<file path="src/rtl/rat_intr_ctrl_pkg.sv">
// Shared types and defaults for the RAT MCU interrupt controller.
package rat_intr_pkg;
  typedef enum logic [1:0] {IDLE, REQ, SVC} intr_state_t;
  localparam int N_SRC_DEF = 8;
endpackage

</file>
<file path="src/rtl/rat_intr_ctrl_if.sv">
// Interrupt controller bus: CPU/peripheral side (master) and controller side (slave).
interface rat_intr_ctrl_if #(
  parameter int N_SRC = 8,
  parameter int VEC_W = $clog2(N_SRC)
);
  logic [N_SRC-1:0] IRQ;
  logic             I_EN;
  logic             INT_ACK;
  logic             RETI;
  logic             MASK_WE;
  logic [N_SRC-1:0] MASK_DIN;
  logic             INTV;
  logic [VEC_W-1:0] VEC_ID;
  logic [N_SRC-1:0] PEND;
  logic [N_SRC-1:0] MASK;
  logic             IN_SVC;
  logic             SPUR_ACK;

  modport master (
    output IRQ, I_EN, INT_ACK, RETI, MASK_WE, MASK_DIN,
    input  INTV, VEC_ID, PEND, MASK, IN_SVC, SPUR_ACK
  );
  modport slave (
    input  IRQ, I_EN, INT_ACK, RETI, MASK_WE, MASK_DIN,
    output INTV, VEC_ID, PEND, MASK, IN_SVC, SPUR_ACK
  );
endinterface

</file>
<file path="src/rtl/rat_prio_enc.sv">
// Fixed-priority encoder: lowest set index wins.
module rat_prio_enc #(
  parameter int N_SRC = 8,
  parameter int VEC_W = $clog2(N_SRC)
) (
  input  logic [N_SRC-1:0] req,
  output logic [VEC_W-1:0] idx,
  output logic             vld
);
  always_comb begin
    idx = '0;
    vld = 1'b0;
    // Scan high to low so the last hit (lowest index) sticks.
    for (int i = N_SRC - 1; i >= 0; i--) begin
      if (req[i]) begin
        idx = VEC_W'(i);
        vld = 1'b1;
      end
    end
  end
endmodule

</file>
<file path="src/rtl/rat_intr_ctrl.sv">
// Multi-source interrupt controller: edge latch, mask, priority select,
// and a non-nesting IDLE/REQ/SVC handshake with the control unit.
module rat_intr_ctrl
  import rat_intr_pkg::*;
#(
  parameter int N_SRC = N_SRC_DEF,
  parameter int VEC_W = $clog2(N_SRC)
) (
  input logic           clk,
  input logic           RESET,
  rat_intr_ctrl_if.slave bus
);
  logic [N_SRC-1:0] irq_q, pend, mask, rise, eligible, ack_clr;
  logic [VEC_W-1:0] vec_id, winner;
  logic             win_vld, intv, in_svc, spur;
  intr_state_t      state;

  assign rise     = bus.IRQ & ~irq_q;
  assign eligible = pend & mask;
  assign ack_clr  = (state == REQ && bus.INT_ACK) ? (N_SRC'(1) << vec_id) : '0;

  rat_prio_enc #(.N_SRC(N_SRC), .VEC_W(VEC_W)) u_prio (
    .req (eligible),
    .idx (winner),
    .vld (win_vld)
  );

  // A new edge on the bit being acknowledged wins over the clear.
  always_ff @(posedge clk or posedge RESET) begin
    if (RESET) begin
      irq_q <= '0;
      pend  <= '0;
      mask  <= '0;
    end else begin
      irq_q <= bus.IRQ;
      pend  <= (pend & ~ack_clr) | rise;
      if (bus.MASK_WE) mask <= bus.MASK_DIN;
    end
  end

  always_ff @(posedge clk or posedge RESET) begin
    if (RESET) begin
      state  <= IDLE;
      vec_id <= '0;
      intv   <= 1'b0;
      in_svc <= 1'b0;
      spur   <= 1'b0;
    end else begin
      if (bus.INT_ACK && state != REQ) spur <= 1'b1;
      unique case (state)
        IDLE: if (win_vld && bus.I_EN) begin
          state  <= REQ;
          vec_id <= winner;
          intv   <= 1'b1;
        end
        REQ: begin
          if (bus.INT_ACK) begin
            state  <= SVC;
            intv   <= 1'b0;
            in_svc <= 1'b1;
          end else if (!bus.I_EN || (bus.MASK_WE && !bus.MASK_DIN[vec_id])) begin
            // Withdrawn request: pending bit stays for a later retry.
            state <= IDLE;
            intv  <= 1'b0;
          end
        end
        SVC: if (bus.RETI) begin
          state  <= IDLE;
          in_svc <= 1'b0;
        end
        default: state <= IDLE;
      endcase
    end
  end

  assign bus.INTV     = intv;
  assign bus.VEC_ID   = vec_id;
  assign bus.PEND     = pend;
  assign bus.MASK     = mask;
  assign bus.IN_SVC   = in_svc;
  assign bus.SPUR_ACK = spur;
endmodule

</file>
<file path="src/flat_wrapper.sv">
// flat-port wrapper written by rule: the top's interface ports become plain ports
module rat_intr_ctrl_flat import rat_intr_pkg::*;
#(
  parameter int N_SRC = N_SRC_DEF,
  parameter int VEC_W = $clog2(N_SRC)
)
  (clk, RESET, bus_IRQ, bus_I_EN, bus_INT_ACK, bus_RETI, bus_MASK_WE, bus_MASK_DIN, bus_INTV, bus_VEC_ID, bus_PEND, bus_MASK, bus_IN_SVC, bus_SPUR_ACK);
  rat_intr_ctrl_if #(.N_SRC(N_SRC), .VEC_W(VEC_W)) bus_i ();
  input logic clk;
  input logic RESET;
  input wire logic [$bits(bus_i.IRQ)-1:0] bus_IRQ;
  input wire logic [$bits(bus_i.I_EN)-1:0] bus_I_EN;
  input wire logic [$bits(bus_i.INT_ACK)-1:0] bus_INT_ACK;
  input wire logic [$bits(bus_i.RETI)-1:0] bus_RETI;
  input wire logic [$bits(bus_i.MASK_WE)-1:0] bus_MASK_WE;
  input wire logic [$bits(bus_i.MASK_DIN)-1:0] bus_MASK_DIN;
  output wire logic [$bits(bus_i.INTV)-1:0] bus_INTV;
  output wire logic [$bits(bus_i.VEC_ID)-1:0] bus_VEC_ID;
  output wire logic [$bits(bus_i.PEND)-1:0] bus_PEND;
  output wire logic [$bits(bus_i.MASK)-1:0] bus_MASK;
  output wire logic [$bits(bus_i.IN_SVC)-1:0] bus_IN_SVC;
  output wire logic [$bits(bus_i.SPUR_ACK)-1:0] bus_SPUR_ACK;
  assign bus_i.IRQ = bus_IRQ;
  assign bus_i.I_EN = bus_I_EN;
  assign bus_i.INT_ACK = bus_INT_ACK;
  assign bus_i.RETI = bus_RETI;
  assign bus_i.MASK_WE = bus_MASK_WE;
  assign bus_i.MASK_DIN = bus_MASK_DIN;
  assign bus_INTV = bus_i.INTV;
  assign bus_VEC_ID = bus_i.VEC_ID;
  assign bus_PEND = bus_i.PEND;
  assign bus_MASK = bus_i.MASK;
  assign bus_IN_SVC = bus_i.IN_SVC;
  assign bus_SPUR_ACK = bus_i.SPUR_ACK;
  rat_intr_ctrl #(.N_SRC(N_SRC), .VEC_W(VEC_W)) u_core (.clk(clk), .RESET(RESET), .bus(bus_i));
endmodule
</file>
<file path="config.mk">
export PLATFORM = sky130hd
export DESIGN_NAME = rat_intr_ctrl_flat
export DESIGN_NICKNAME = d
export VERILOG_FILES = /design/src/rtl/rat_intr_ctrl_pkg.sv /design/src/rtl/rat_intr_ctrl_if.sv /design/src/rtl/rat_prio_enc.sv /design/src/rtl/rat_intr_ctrl.sv /design/src/flat_wrapper.sv
export SDC_FILE = /design/constraint.sdc
export NUM_CORES = 1
export LEC_CHECK = 0
export ABC_AREA = 1
export CAP_MARGIN = 20
export CORE_AREA = 5 5 75 77
export DETAILED_ROUTE_END_ITERATION = 8
export DIE_AREA = 0 0 80 82
export DONT_BUFFER_PORTS = 1
export PLACE_DENSITY_LB_ADDON = 0.25
export SYNTH_ARGS = -nofsm -noshare
export SYNTH_HDL_FRONTEND = slang
export SYNTH_HIERARCHICAL = 1
export SYNTH_SLANG_ARGS = --single-unit
</file>
<file path="constraint.sdc">
create_clock -name clk -period 2.7 [get_ports clk]
set_input_delay 0.675 -clock clk [delete_from_list [all_inputs] [get_ports clk]]
set_output_delay 0.675 -clock clk [all_outputs]
set_load 0.03 [all_outputs]
</file>
; After elaboration in Yosys (flattened, before gate mapping)
; Cells that the tools add are included.
[totals]
inputBits = 22
elab_cells = 68
output_inout_bits = 22
reg_bits = 32
[op_classes]
n_shift = 1
eq_ne = 7
order_cmp = 1
reduce_logical = 14
mux = 31
bitwise = 6
[ops]
columns = op, n
row1 = $and A8 B8 Y8, 3
row2 = $mux W3, 8
row3 = $not A8 Y8, 2
row4 = $mux W1, 14
row5 = $reduce_and A3 Y1, 3
row6 = $mux W2, 4
row7 = $mux W8, 1
row8 = $or A8 B8 Y8, 1
row9 = $shl A1 B3 Y8 const A, 1
row10 = $pmux W2 S3, 1
row11 = $logic_and A1 B1 Y1, 4
row12 = $lt A3 B4 Y1 const B, 1
row13 = $ne A2 B1 Y1 const B, 2
row14 = $ne A2 B2 Y1 const B, 2
row15 = $pmux W1 S2, 2
row16 = $reduce_bool A2 Y1, 2
row17 = $bmux W1 S3, 1
row18 = $ne A3 B3 Y1 const B, 1
row19 = $eq A2 B1 Y1 const B, 1
row20 = $eq A2 B2 Y1 const B, 1
row21 = $logic_not A1 Y1, 2
row22 = $logic_not A2 Y1, 1
row23 = $reduce_and A2 Y1, 1
row24 = $logic_or A1 B1 Y1, 1

; Longest topological paths before layout
; Gate-level depths: netlist of run 1.
[depth]
ltp_word = 12
depth_mapped = 11
depth_no_buf = 11

; Cells and area by module
; The synthesis of run 1 kept the hierarchy.
[modules_own_cells]
columns = mod, area_per_inst_um2, seq_area_each_um2, cells_each, instances
row1 = rat_intr_ctrl, 1316.3, 800.8, 141, 1
row2 = rat_prio_enc, 98.8, 0.0, 22, 1

; Worst setup path after synthesis of run 1
; Ideal clock, no wire load.
[synth_path]
path_kind = register to register
from = register u_core.mask[0] (netlist: u_core/bus.MASK[0])
to = register u_core.vec_id[1] (netlist: u_core/bus.VEC_ID[1])
synth_period_minus_slack_ps = 1611
setup_time_ps = 126
t_arrival_ps = 1485
setup_slack_ps = 1089
path_stages_with_launch = 12
path_buffers = 1
t_required_ps = 2574
cell_sequence = dfrtp_1 > nand2_1 > inv_1 > inv_1 > nand4_1 > inv_1 > nand2_1 > nand2_1 > or3_1 > buf_2 > nor2_1 > a21oi_1
[synth_between]
elab_chain_len = 4
elab_cells_between_ends = 5
classes_between = 2 x mux / 1 x bitwise / 2 x reduce/logical
[synth_rtl]
columns = element, line
row1 = "start, declared", rat_intr_ctrl.sv:13  ; logic [N_SRC-1:0] irq_q, pend, mask, rise, eligible, ack_clr;
row2 = "start signal, assigned", rat_intr_ctrl.sv:37  ; if (bus.MASK_WE) mask <= bus.MASK_DIN;
row3 = $and A8 B8 Y8, rat_intr_ctrl.sv:19  ; assign eligible = pend & mask;
row4 = net u_core.eligible[0], rat_intr_ctrl.sv:13
row5 = $mux W1, rat_prio_enc.sv:15  ; if (req[i]) begin
row6 = net u_core.win_vld, rat_intr_ctrl.sv:15  ; logic win_vld, intv, in_svc, spur;
row7 = $logic_and A1 B1 Y1, rat_intr_ctrl.sv:51  ; IDLE: if (win_vld && bus.I_EN) begin
row8 = $reduce_and A2 Y1 (no line), n/a
row9 = "end signal, assigned", rat_intr_ctrl.sv:53  ; vec_id <= winner;
row10 = "end, declared", rat_intr_ctrl.sv:14  ; logic [VEC_W-1:0] vec_id, winner;
; The timed path passes the listed nets, and every way through them passes these cells.
; A chain may end at the register's enable or synchronous reset.

; Worst setup path in the final report of run 1
[layout_path]
from = register u_core.mask[0] (netlist: u_core/bus.MASK[0])
to = register u_core.vec_id[0] (netlist: u_core/bus.VEC_ID[0])
; The elaborated chain is that of the path after synthesis.

==> results of run 1 <==
-- synth_stat cells --
| cell | number |
|---|---|
| nand2_1 | 51 |
| dfrtp_1 | 32 |
| inv_1 | 31 |
| o21ai_0 | 17 |
| mux2_2 | 8 |
| nor2_1 | 7 |
| a21oi_1 | 5 |
| nand3_1 | 3 |
| a31oi_1 | 1 |
| buf_2 | 1 |
| clkbuf_8 | 1 |
| inv_2 | 1 |
| nand4_1 | 1 |
| nor3_2 | 1 |
| o21bai_1 | 1 |
| or2_1 | 1 |
| or3_1 | 1 |
-- how the worst max path moves through the flow --
stage                                              start                                to  slack, ns  cells past startpoint
after floorplan           u_core/bus.MASK[0]$_DFFE_PP0P_  u_core/bus.VEC_ID[1]$_DFFE_PP0P_       1.09                     11
after global placement    u_core/bus.MASK[0]$_DFFE_PP0P_  u_core/bus.VEC_ID[0]$_DFFE_PP0P_       0.94                     10
after detailed placement    u_core/bus.PEND[0]$_DFF_PP0_  u_core/bus.VEC_ID[0]$_DFFE_PP0P_       0.92                     10
after CTS                   u_core/bus.PEND[0]$_DFF_PP0_  u_core/bus.VEC_ID[0]$_DFFE_PP0P_       0.92                     10
after global routing      u_core/bus.MASK[1]$_DFFE_PP0P_  u_core/bus.VEC_ID[0]$_DFFE_PP0P_       0.79                     10
final                     u_core/bus.MASK[0]$_DFFE_PP0P_  u_core/bus.VEC_ID[0]$_DFFE_PP0P_       0.93                     10
-- final cells by class --
| type | count | area share (%) |
|---|---|---|
| Clock buffer | 6 | 5.213 |
| Clock inverter | 2 | 0.6319 |
| Inverter | 32 | 7.583 |
| Multi-Input combinational cell | 97 | 30.02 |
| Sequential cell | 32 | 50.55 |
| Tap cell | 70 | 5.529 |
| Timing Repair Buffer | 1 | 0.4739 |
-- flip-flops by register name, summed over array words and instances (netlist names) --
name and cells:
u_core/bus.VEC_ID 3, u_core/bus.INTV 1, u_core/bus.SPUR_ACK 1, u_core/bus.MASK 8, u_core/bus.IN_SVC 1, u_core/irq_q 8, u_core/state 2, u_core/bus.PEND 8
-- kinds of logic after synthesis --
family	count (synthesis)	synth area share, %
buffers and inverters	34	9.813
AND/OR/NAND/NOR	65	18.48
flip-flops	32	56.59
multiplexers	8	6.366
AO/OA/AOI/OAI	24	8.753
-- power by group through the flow --
stage | clock network, mW | logic, mW | registers, mW
after floorplan | 0 | 0.251 | 0.793
after global placement | 0 | 0.311 | 0.833
after detailed placement | 0 | 0.308 | 0.834
after CTS | 0.395 | 0.311 | 0.825
after global routing | 0.414 | 0.365 | 0.838
final | 0.377 | 0.308 | 0.818
-- worst max-delay path, stage by stage (launching register included) --
cell	delay (ns)
dfrtp_1	0.53
nand2_1	0.10
inv_1	0.10
inv_1	0.06
nand4_1	0.10
inv_1	0.04
nand2_1	0.05
nand2_1	0.05
or3_1	0.43
nor2_1	0.14
a21oi_1	0.05
-- per-layer routing --
metal  vias up  GRT usage (%)  part of all wire, %
li1        512              -                    -
met4         0          5.068                  1.7
met2        33          17.88                   49
met5         -              0                    0
met3         5          5.921                   11
met1       493          12.57                   39
==> metrics.log, run 1 <==
INFO  metric outcome = completed
INFO  metric clock_insertion_delay_worst_skew = 0.29 ns
INFO  metric dp.final_hpwl = approximately 2600 um
INFO  metric synth_area = 0.001415 mm^2
INFO  metric rsz0062_at_grt = false
INFO  metric preCtsSetupSlack = 0.9220 ns
INFO  metric worstReg2RegEnd = u_core/bus.VEC_ID[0]$_DFFE_PP0P_
INFO  metric viasPerCell = ~4.3
INFO  metric cellPowerDensity = 949.0 mW/mm^2
INFO  metric numCtsBuffers = 5
INFO  metric synth_cells = approximately 160
INFO  metric final_layout_size_suffix_gt1_share = 11.18%
INFO  metric r2r_cells = 10
INFO  metric number_of_synthesized_register_bits = 32
INFO  metric timing_worst_slew_pin_value = 0.5277 ns
INFO  metric criticalPathCategory = flop to flop
INFO  metric finalSetupTns = 0 ns
INFO  metric final_critical_path_setup_slack = 0.9343 ns
INFO  metric place.gp.congestion = 0.7551
INFO  metric final_core_utilization = 32.03%
INFO  metric h-tree-depth = 2
INFO  metric finish.net_count = roughly 190
INFO  metric crit-reg2reg-launch = u_core/bus.MASK[0]$_DFFE_PP0P_
INFO  metric fillerInstances = 558
INFO  metric worst_setup_path_start_kind = flop
INFO  metric synth_seq_area_share = 56.59%
INFO  metric postLayoutCellArea = 0.001584 mm^2
INFO  metric grt_max_degree = 33
INFO  metric route.final.wire_length = about 3400 um
INFO  metric p_leak = 0.8102 nW
INFO  metric holdWs = between 0.3 and 0.4 ns
INFO  metric cts_resized = 0
INFO  metric finalSetupViolations = 0
INFO  metric buffer_ports.inserted = 0
INFO  metric layout_worst_path_cycle_share = 65.40%
INFO  metric ant_diodes = 0
INFO  metric postRouteAntennaNets = 0
INFO  metric multi_input_comb_area = approximately 480 um^2
INFO  metric cts_hold_buf = 0
INFO  metric power_frac_seq = 54.4%
INFO  metric cts.root.buffer_cell = clkbuf_8
INFO  metric cap_violations = 0
INFO  metric aggregate_global_route_resource_usage = 11.27%
INFO  metric yosys_warnings = 6
INFO  metric route.detailed.wl_per_inst = 14.07 um
INFO  metric synthesis.nets = 185
INFO  metric die_y = just over 80 um
INFO  metric internal_power = 0.8758 mW
INFO  metric cts_setup_buffers = 0
INFO  metric synth_top_cell_area_share = 56.59%
INFO  metric cts-root-to-sink-buffers = 2
INFO  metric power.share.combinational = 20.5%
INFO  metric areaGrowthSynthToFinish = 11.94%
INFO  metric timing.critical_path.required = 2.87 ns
INFO  metric placed_cell_area = 0.001491 mm^2
INFO  metric arrival = 1.94 ns
INFO  metric grt-ovfl-total = 0
INFO  metric drc = 0
INFO  metric routed-via-count = ~1,000
INFO  metric final_hold_viol_count = 0
INFO  metric slew_violations = 0
INFO  metric finish.cell_count_without_fillers = 240
INFO  metric number_of_global_route_vias_before_repair = between 1,000 and 1,500
INFO  metric floorplan.core_area = between 0.004 and 0.005 mm^2
INFO  metric worst_hold_check_path_type = input port to async pin
INFO  metric sw_frac_of_total = 41.73%
INFO  metric pin_count = 44
INFO  metric path_max_fanout = 8
INFO  metric timing.max_slew.rel_slack = 64.82%
INFO  metric mostFrequentLayoutCell = nand2_1
INFO  metric drt_pre_antenna_iters = 4
INFO  metric post-layout-total-power = 1.503 mW
INFO  metric area_enclosed_by_the_die_boundary = approximately 0.0066 mm^2
INFO  metric num_rows = 26
INFO  metric clock_sink_count = 32
INFO  metric tritoncts = yes
INFO  metric clk_slew_on_worst_s_h_paths = ~0.07 ns
INFO  metric share_clk_of_total_power = 25.1%
INFO  metric grt_antenna_before_repair = 0
INFO  metric reg2reg_setup_slack = 0.93 ns
INFO  metric placed_cells_incl_taps = 232
INFO  metric seq_cell_area = about 800 um^2
INFO  metric final_period_minus_worst_setup_slack = 1.766 ns
INFO  metric synth_top_area_cell = dfrtp_1
INFO  metric peakVddDrop = 0.3995 mV
INFO  metric die_boundary_width = roughly 80 um
INFO  metric syn_area_per_cell = 8.682 um^2
INFO  metric number_of_distinct_library_cell_variants_in_the_gate_level_netlist_after_synthesis = 17
INFO  metric floorplan.initialDensity = 28.62%
INFO  metric final_cell_mix = nand2_1, dfrtp_1, inv_1
INFO  metric post_synth_main_area_contributors = dfrtp_1, nand2_1, inv_1, mux2_2, o21ai_0
INFO  metric global_route_wire_length_before_repair = 5451 um
INFO  metric worstSetupEndpointType = flop
INFO  metric initialDrtViolationCount = 45
INFO  metric final.setup_skew = between 0.009 and 0.01 ns
INFO  metric switching_power = 0.6273 mW
INFO  metric achievable_clock_frequency = 566.3 MHz
Note: power is estimated with default switching activity, not from simulation.
==> run 2: changes to the inputs <==
- clock period: 2.7 -> 1.6 ns (I/O delays scaled with it)
==> metrics.log, run 2 (synthesis results as in run 1) <==
INFO  metric postLayoutCellArea = 0.001743 mm^2 (+10%)
INFO  metric global_route_wire_length_before_repair = 6016 um (+10%)
INFO  metric final.setup_skew = 0.003723 ns (-0.006054 ns)
INFO  metric r2r_cells = 9 (-1)
INFO  metric mostFrequentLayoutCell = nand2_1
INFO  metric outcome = completed
INFO  metric number_of_global_route_vias_before_repair = 1,161 (+11%)
INFO  metric finish.net_count = 210 (+9.9%)
INFO  metric cts.root.buffer_cell = clkbuf_8
INFO  metric die_y = 82 um (unchanged)
INFO  metric dp.final_hpwl = 2732 um (+4.5%)
INFO  metric drc = 0 (unchanged)
INFO  metric worst_setup_path_start_kind = flop
INFO  metric p_leak = 0.8913 nW (+10%)
INFO  metric power_frac_seq = 43.3% (-11 points)
INFO  metric internal_power = 1.618 mW (+85%)
INFO  metric grt_antenna_before_repair = 0 (unchanged)
INFO  metric place.gp.congestion = 0.8685 (+15%)
INFO  metric cellPowerDensity = 1561 mW/mm^2 (+64%)
INFO  metric postRouteAntennaNets = 0 (unchanged)
INFO  metric areaGrowthSynthToFinish = 23.17%
INFO  metric initialDrtViolationCount = 47 (+4.4%)
INFO  metric worstReg2RegEnd = u_core/bus.VEC_ID[1]$_DFFE_PP0P_
INFO  metric finalSetupViolations = 0 (unchanged)
INFO  metric achievable_clock_frequency = 683.0 MHz (+21%)
INFO  metric timing_worst_slew_pin_value = 0.4197 ns (-0.1080 ns)
INFO  metric floorplan.core_area = 0.004945 mm^2 (unchanged)
INFO  metric slew_violations = 0 (unchanged)
INFO  metric final_cell_mix = nand2_1, inv_1, dfrtp_1
INFO  metric worst_hold_check_path_type = input port to async pin
INFO  metric routed-via-count = 1,094 (+4.9%)
INFO  metric timing.critical_path.required = 1.80 ns (-1.07 ns)
INFO  metric num_rows = 26 (unchanged)
INFO  metric area_enclosed_by_the_die_boundary = 0.006560 mm^2 (unchanged)
INFO  metric ant_diodes = 0 (unchanged)
INFO  metric cap_violations = 0 (unchanged)
INFO  metric route.detailed.wl_per_inst = 13.82 um (-1.8%)
INFO  metric peakVddDrop = 0.5253 mV (+31%)
INFO  metric tritoncts = yes
INFO  metric switching_power = 1.103 mW (+76%)
INFO  metric final_hold_viol_count = 0 (unchanged)
INFO  metric final_period_minus_worst_setup_slack = 1.464 ns (-0.3015 ns)
INFO  metric grt-ovfl-total = 0 (unchanged)
INFO  metric crit-reg2reg-launch = u_core/bus.PEND[7]$_DFF_PP0_
INFO  metric final_layout_size_suffix_gt1_share = 23.28% (+12 points)
INFO  metric sw_frac_of_total = 40.55% (-1.2 points)
INFO  metric drt_pre_antenna_iters = 4 (unchanged)
INFO  metric buffer_ports.inserted = 0 (unchanged)
INFO  metric placed_cell_area = 0.001638 mm^2 (+9.8%)
INFO  metric pin_count = 44 (unchanged)
INFO  metric path_max_fanout = 8 (unchanged)
INFO  metric h-tree-depth = 2 (unchanged)
INFO  metric aggregate_global_route_resource_usage = 12.47% (+1.2 points)
INFO  metric numCtsBuffers = 5 (unchanged)
INFO  metric die_boundary_width = 80 um (unchanged)
INFO  metric arrival = 1.67 ns (-0.27 ns)
INFO  metric share_clk_of_total_power = 23.5% (-1.6 points)
INFO  metric power.share.combinational = 33.2% (+13 points)
INFO  metric worstSetupEndpointType = flop
INFO  metric clk_slew_on_worst_s_h_paths = 0.07 ns (about the same)
INFO  metric clock_sink_count = 32 (unchanged)
INFO  metric clock_insertion_delay_worst_skew = 0.28 ns (about the same)
INFO  metric grt_max_degree = 33 (unchanged)
INFO  metric route.final.wire_length = 3579 um (+6.0%)
INFO  metric cts-root-to-sink-buffers = 2 (unchanged)
INFO  metric reg2reg_setup_slack = 0.14 ns (-0.80 ns)
INFO  metric floorplan.initialDensity = 28.62% (unchanged)
INFO  metric holdWs = 0.09654 ns (-0.2638 ns)
INFO  metric layout_worst_path_cycle_share = 91.51% (+26 points)
INFO  metric timing.max_slew.rel_slack = 72.02% (+7.2 points)
INFO  metric viasPerCell = 4.224 (-2.8%)
INFO  metric cts_hold_buf = 0 (unchanged)
INFO  metric criticalPathCategory = flop to flop
-- run 2: what timing repair did --
item / CTS / global route
endpoints found under the setup margin: 0 / 13
buffers inserted: 0 / 0
resized for setup: 0 / 5
-- run 2: power groups by stage --
stage	logic (mW)	registers (mW)	clock network [mW]
floorplan	0.423	1.34	0
global placement	0.893	1.19	0
detailed placement	0.894	1.19	0
CTS	0.896	1.18	0.670
global route	1.03	1.20	0.707
finish	0.904	1.18	0.638
-- run 2: worst max path at each step --
stage / start / slack [ns] / cells after the start / end
final: u_core/bus.PEND[7]$_DFF_PP0_ / 0.14 / 9 / u_core/bus.VEC_ID[1]$_DFFE_PP0P_
after CTS: u_core/bus.PEND[7]$_DFF_PP0_ / 0.06 / 9 / u_core/bus.VEC_ID[0]$_DFFE_PP0P_
after global routing: u_core/bus.PEND[1]$_DFF_PP0_ / -0.007 / 10 / u_core/bus.VEC_ID[1]$_DFFE_PP0P_
after floorplan: u_core/bus.MASK[2]$_DFFE_PP0P_ / 0.002 / 11 / u_core/bus.VEC_ID[1]$_DFFE_PP0P_
after global placement: u_core/bus.PEND[7]$_DFF_PP0_ / 0.08 / 9 / u_core/bus.VEC_ID[1]$_DFFE_PP0P_
after detailed placement: u_core/bus.PEND[7]$_DFF_PP0_ / 0.06 / 9 / u_core/bus.VEC_ID[1]$_DFFE_PP0P_
-- run 2: layer usage --
metal  up-vias  wire length [um]  track usage, %
li1        550                 -               -
met2        32              1708           20.03
met4         0                51           5.574
met1       507              1472           14.02
met5         -                 0               0
met3         5               346           6.031
-- run 2: final cells by class --
class	count	area, um^2
fill	550	3202
sequential	32	804.5
multi-input combinational	97	490.5
timing repair buffer	20	150.1
inverter	32	120.1
clock buffer	8	90.09
tap	70	87.58
-- run 2: worst max-delay path: stages (launching register included) --
cell	delay, ns
dfrtp_1	0.39
nand2_1	0.07
inv_1	0.04
or2_1	0.24
nor3_2	0.14
nand2_1	0.07
nand2_1	0.08
or3_4	0.17
nor2_1	0.05
a21oi_1	0.13
-- run 2: metrics by stage --
stage               setup slack (ns)  utilization, %   TNS, ns  cells  total power, mW
CTS                          0.05892           34.94         0    259            2.743
finish                        0.1358           35.25         0    259            2.721
detailed placement           0.06310           33.12         0    251            2.082
floorplan                   0.001655               -         0    163            1.763
global placement             0.08067           33.12         0    251            2.082
global route               -0.007305           35.25  -0.01277    259            2.940
